===== config.mk =====
export PLATFORM = sky130hd
export DESIGN_NAME = data_req_scheduler
export DESIGN_NICKNAME = d
export VERILOG_FILES = /design/src/rtl/data_req_scheduler_pkg.sv /design/src/rtl/req_tag_fifo.sv /design/src/rtl/data_req_scheduler.sv
export SDC_FILE = /design/constraint.sdc
export NUM_CORES = 1
export LEC_CHECK = 0
export CAP_MARGIN = 20
export CORE_MARGIN = 5
export CORE_UTILIZATION = 35
export CTS_BUF_LIST = sky130_fd_sc_hd__clkbuf_16
export CTS_CLUSTER_SIZE = 12
export DETAILED_ROUTE_END_ITERATION = 8
export PLACE_DENSITY = 0.85
export REMOVE_ABC_BUFFERS = 1
export SKIP_CTS_REPAIR_TIMING = 1
export SLEW_MARGIN = 25
export SYNTH_ARGS = -nofsm -noshare
export SYNTH_HDL_FRONTEND = slang
export SYNTH_SLANG_ARGS = --single-unit

===== constraint.sdc =====
create_clock -name clk -period 2.8 [get_ports clk]
set_clock_uncertainty 0.05 [all_clocks]
set_input_delay 0.28 -clock clk [delete_from_list [all_inputs] [get_ports clk]]
set_output_delay 0.28 -clock clk [all_outputs]
set_load 0.02 [all_outputs]

===== src/rtl/data_req_scheduler_pkg.sv =====
// Shared definitions for the data request scheduler: bus size encodings and
// the layout of one in-flight tag entry.
package data_req_scheduler_pkg;

    localparam logic [1:0] SZ_BYTE = 2'd0;
    localparam logic [1:0] SZ_HALF = 2'd1;
    localparam logic [1:0] SZ_WORD = 2'd2;

    // One accepted-but-unanswered request; discard marks a flushed instruction.
    typedef struct packed {
        logic wr;
        logic discard;
    } tag_entry_t;

endpackage


===== src/rtl/req_tag_fifo.sv =====
// In-order tag FIFO for outstanding bus requests, with a flush-mark that can
// exempt the head entry being popped in the same cycle.
module req_tag_fifo
    import data_req_scheduler_pkg::*;
#(
    parameter int DEPTH = 2,
    parameter int CNT_W = 2
) (
    input  logic clk,
    input  logic resetn,
    input  logic push_i,
    input  logic push_wr_i,
    input  logic pop_i,
    input  logic flush_mark_i,
    input  logic head_exempt_i,
    output logic full_o,
    output logic empty_o,
    output logic head_wr_o,
    output logic head_discard_o
);

    localparam int PTR_W = (DEPTH > 1) ? $clog2(DEPTH) : 1;

    tag_entry_t [DEPTH-1:0] mem_q, mem_d;
    logic [PTR_W-1:0] wr_ptr_q, wr_ptr_d;
    logic [PTR_W-1:0] rd_ptr_q, rd_ptr_d;
    logic [CNT_W-1:0] count_q, count_d;
    logic [PTR_W-1:0] offset;
    logic do_push, do_pop;

    assign full_o         = (count_q == CNT_W'(DEPTH));
    assign empty_o        = (count_q == '0);
    assign do_push        = push_i && !full_o;
    assign do_pop         = pop_i && !empty_o;
    assign head_wr_o      = mem_q[rd_ptr_q].wr;
    assign head_discard_o = mem_q[rd_ptr_q].discard;

    always_comb begin
        mem_d    = mem_q;
        wr_ptr_d = wr_ptr_q;
        rd_ptr_d = rd_ptr_q;
        count_d  = count_q;
        offset   = '0;
        // Distance from the head decides whether slot i currently holds a live entry.
        for (int i = 0; i < DEPTH; i++) begin
            offset = PTR_W'(i) - rd_ptr_q;
            if (flush_mark_i && (CNT_W'(offset) < count_q) &&
                !(head_exempt_i && offset == '0)) begin
                mem_d[i].discard = 1'b1;
            end
        end
        if (do_push) begin
            mem_d[wr_ptr_q] = '{wr: push_wr_i, discard: 1'b0};
            wr_ptr_d        = wr_ptr_q + PTR_W'(1);
        end
        if (do_pop) begin
            rd_ptr_d = rd_ptr_q + PTR_W'(1);
        end
        case ({do_push, do_pop})
            2'b10:   count_d = count_q + CNT_W'(1);
            2'b01:   count_d = count_q - CNT_W'(1);
            default: count_d = count_q;
        endcase
    end

    always_ff @(posedge clk) begin
        if (!resetn) begin
            mem_q    <= '0;
            wr_ptr_q <= '0;
            rd_ptr_q <= '0;
            count_q  <= '0;
        end else begin
            mem_q    <= mem_d;
            wr_ptr_q <= wr_ptr_d;
            rd_ptr_q <= rd_ptr_d;
            count_q  <= count_d;
        end
    end

endmodule


===== src/rtl/data_req_scheduler.sv =====
// Issues memory-stage requests onto the SRAM-like data bus and routes each
// data_ok back to writeback, suppressing responses of flushed instructions.
module data_req_scheduler
    import data_req_scheduler_pkg::*;
#(
    parameter int MAX_OUTSTANDING = 2,
    parameter int CNT_W           = 2
) (
    input  logic        clk,
    input  logic        resetn,
    input  logic        req_valid,
    input  logic        req_wr,
    input  logic [1:0]  req_size,
    input  logic [31:0] req_addr,
    input  logic [31:0] req_wdata,
    output logic        req_ready,
    input  logic        flush,
    output logic        data_req,
    output logic        data_wr,
    output logic [1:0]  data_size,
    output logic [31:0] data_addr,
    output logic [31:0] data_wdata,
    input  logic        data_addr_ok,
    input  logic        data_data_ok,
    input  logic [31:0] data_rdata,
    output logic        resp_valid,
    output logic        resp_wr,
    output logic [31:0] resp_rdata,
    output logic        busy,
    output logic        err_spurious,
    output logic [31:0] perfcnt_issue_stall
);

    // Handshake: a request transfers when data_req && data_addr_ok in the same
    // cycle; a response is consumed on every data_data_ok, with no back-pressure.
    logic full, empty, head_wr, head_discard, pop;
    logic        err_q, err_d;
    logic [31:0] perf_q, perf_d;

    assign data_req   = req_valid && !full && !flush;
    assign data_wr    = req_wr;
    assign data_size  = req_size;
    assign data_addr  = req_addr;
    assign data_wdata = req_wdata;
    assign req_ready  = data_req && data_addr_ok;

    assign pop        = data_data_ok && !empty;
    assign resp_valid = pop && !head_discard;
    assign resp_wr    = head_wr;
    assign resp_rdata = data_rdata;
    assign busy       = !empty;

    req_tag_fifo #(
        .DEPTH(MAX_OUTSTANDING),
        .CNT_W(CNT_W)
    ) u_tag_fifo (
        .clk           (clk),
        .resetn        (resetn),
        .push_i        (req_ready),
        .push_wr_i     (req_wr),
        .pop_i         (pop),
        .flush_mark_i  (flush),
        .head_exempt_i (pop),
        .full_o        (full),
        .empty_o       (empty),
        .head_wr_o     (head_wr),
        .head_discard_o(head_discard)
    );

    always_comb begin
        err_d  = err_q || (data_data_ok && empty);
        perf_d = perf_q;
        if (req_valid && !req_ready) begin
            perf_d = perf_q + 32'd1;
        end
    end

    always_ff @(posedge clk) begin
        if (!resetn) begin
            err_q  <= 1'b0;
            perf_q <= '0;
        end else begin
            err_q  <= err_d;
            perf_q <= perf_d;
        end
    end

    assign err_spurious        = err_q;
    assign perfcnt_issue_stall = perf_q;

endmodule


==> impl_metrics.json <==
{
  "hold_class": "reg2reg",
  "ios": 242,
  "grt_pass1_wl_um": 21490,
  "grt_remaining_overflow": 0,
  "critPathBufInv": 2,
  "antenna_found_initial": 0,
  "required_ns": 2.47,
  "gp_congestion": 1.015,
  "worstReg2RegEnd": "perfcnt_issue_stall[18]",
  "drive_gt1_share_pct": 4.811,
  "wl_per_cell_um": 43.50,
  "dieArea_um2": 10080,
  "io_buffers": 45,
  "hold_violations": 0,
  "synth-edff-count": 0,
  "finalSetupTns_ns": 0,
  "stdcell_count": 396,
  "core_area_um2": 8093,
  "hold_path_depth": 2,
  "slowest_stage": "clkdlybuf4s50_1",
  "cp_cell_sequence": "nor2_1, inv_1, nand2_1, a211oi_1, clkdlybuf4s50_1",
  "power_density_nw_per_um2": 522.0,
  "avgSynthCellArea_um2": 8.219,
  "final_core_util_pct": 34.88,
  "slew_violations": 0,
  "synthFlopType": "dfxtp_1",
  "tightest_slew_ns": 0.6174,
  "ir_worst_vdd_mv": 0.2527,
  "ys_types": 38,
  "numCtsBuffers": 5,
  "area_growth_syn_to_layout_pct": -1.312,
  "grtUsageTotal_pct": 33.14,
  "slew_headroom_pct": 58.84,
  "fin_crit_sh_pct": 85.00,
  "post_dp_cell_area_um2": 2651,
  "async_flop_share_pct": 0,
  "die_width_um": 100.4,
  "dr.pass1.iters": 4,
  "worst_setup_path_start_kind": "register",
  "cts_tree": "done",
  "root_buffer": "clkbuf_16",
  "grt_max_degree": 24,
  "slowest_delay_ns": 0.71,
  "min_to": "perfcnt_issue_stall[31]",
  "status": "finished, final reports clean",
  "path_clk_slew_ns": 0.06,
  "syn_inst": 348,
  "max_freq_ghz": 0.4202,
  "h-tree-depth": 2,
  "arrival_ns": 2.05,
  "leakagePower_nw": 0.9077,
  "finalSetupViolations": 0,
  "critical_path_class": "reg2out",
  "drv_cap": 0,
  "yosys_warnings": 0,
  "cts.sinks": 41,
  "fillers": 867,
  "worstHoldStart": "perfcnt_issue_stall[31]",
  "antenna_left": 0,
  "rows": 33,
  "reg2reg_depth": 5,
  "grt_pass1_vias": 2130,
  "rsz0062_at_grt": "no",
  "via_count": 2352,
  "clk_latency_ns": 0.29,
  "ys_seq_area_share_pct": 28.70,
  "hpwl_um": 15480,
  "reg2reg_slack_ns": 0.64,
  "antenna_cells": 0,
  "wirelength_um": 17230,
  "vias_per_cell": 5.939,
  "fin_nets": 397,
  "netlist_area_um2": 2860,
  "reg2reg_from": "perfcnt_issue_stall[0]",
  "stdcell_area_um2": 2823,
  "critPathMaxFanout": 7,
  "cts.path.max_buffers": 2,
  "fin_crit_ns": 2.380,
  "ys_seq_elements": 41,
  "post-route-drc-count": 0,
  "start_util_pct": 35.34,
  "crit_path_end_kind": "output port",
  "drt_iter0_drc": 156,
  "die_height_um": 100.4,
  "numPlacedInstances": 388,
  "cp_top_family": "buffers and inverters"
}
-- routing by layer --
layer  track usage [%]  vias up  wire (um)
li1                  -     1002          -
met3             40.79       59       4523
met1             15.99     1056       2952
met4             23.42        0       1490
met5             2.051        -          0
met2             56.01      235       8259
-- registers in the layout, indices dropped and copies added, names as in the netlist --
register and cells:
u_tag_fifo.rd_ptr_q 1, u_tag_fifo.mem_q 4, perfcnt_issue_stall 32, err_spurious 1, u_tag_fifo.wr_ptr_q 1, u_tag_fifo.count_q 2
-- worst reg2reg max path: stages (launching register included) --
cell and delay, ns:
dfxtp_1 0.46, ha_1 0.25, nand3_1 0.10, a211o_1 0.53
or4_1 0.55, a21oi_1 0.14
-- synthesized netlist by cell type, types with 2 or more instances --
cell type  count  area (um2)
or4_1          8       60.06
ha_1           2       25.02
xor2_1         6       52.55
a21o_1         2       15.01
or3_1          5       31.28
xnor2_1        3       26.28
nand2_1       27       101.4
mux2i_1       13       130.1
nand3_1        9       45.04
o31ai_1        8       60.06
o41ai_1        3       26.28
or4b_1         3       30.03
nand4_1        8       50.05
nor2_1        15       56.30
buf_4        100       750.7
and4_1         7       61.31
inv_1         10       37.54
nor2b_1        2       12.51
and2_1         2       12.51
a211oi_1       2       15.01
a21oi_1       18       90.09
o21ai_0        7       35.03
buf_2          2       10.01
nor4_1        12       75.07
clkbuf_1       9       33.78
nand2b_1      12       75.07
a31oi_1        2       12.51
dfxtp_1       41       820.8
-- cell families after synthesis --
family | synth area share [%]
simple gates | 22.57
mux | 4.943
compound gates | 10.67
buf+inv | 29.48
xor+xnor | 2.756
fa+ha+maj | 0.8748
flops | 28.70
-- per-stage QoR --
step	setup WS, ns	hold WS (ns)	total power, W
floorplan	0.7732	0.3438	0.0007382
global placement	0.4534	0.4049	0.0008125
detailed placement	0.4578	0.4168	0.0008145
CTS	0.4123	0.4289	0.001483
global route	0.3266	0.4611	0.001520
finish	0.4201	0.4242	0.001473
-- worst max-delay path by stage --
stage	to	slack (ns)	cells past startpoint	from
6_report	resp_valid	0.42	5	u_tag_fifo.count_q[1]
3_5_place_dp	u_tag_fifo.count_q[1]	0.46	7	flush
3_3_place_gp	u_tag_fifo.count_q[1]	0.45	7	flush
5_1_grt	resp_valid	0.33	5	u_tag_fifo.count_q[0]
4_1_cts	resp_valid	0.41	5	u_tag_fifo.count_q[0]
2_1_floorplan	u_tag_fifo.count_q[1]	0.77	7	u_tag_fifo.count_q[0]
-- final cells by class --
cell class / instances / area (um2) / area share [%]
Tap cell: 105 / 131.4 / 4.654
Sequential cell: 41 / 820.8 / 29.08
Multi-Input combinational cell: 185 / 1196 / 42.38
Clock inverter: 3 / 46.29 / 1.640
Inverter: 10 / 37.54 / 1.330
Clock buffer: 5 / 125.1 / 4.433
Timing Repair Buffer: 47 / 465.4 / 16.49
-- power by group --
part / switching, W / total (W) / internal, W
Sequential: 0.0000277 / 0.000629 / 0.000601
Combinational: 0.0000928 / 0.000174 / 0.0000813
Clock: 0.000249 / 0.000671 / 0.000422
Total: 0.000369 / 0.00147 / 0.00110
-- layout by cell type (no fill, tap or decap), types with 5 or more instances in the layout --
cell and n:
nor2_1 15, xor2_1 6, or4_1 8, dfxtp_1 41, nand2_1 27, nand4_1 8
nor4_1 12, clkbuf_16 5, nand3_1 9, o31ai_1 8, or3_1 5, inv_1 10
a21oi_1 18, nand2b_1 12, o21ai_0 7, clkdlybuf4s50_1 45, mux2i_1 13, and4_1 7
No activity file was read; power rests on OpenSTA's default activity.
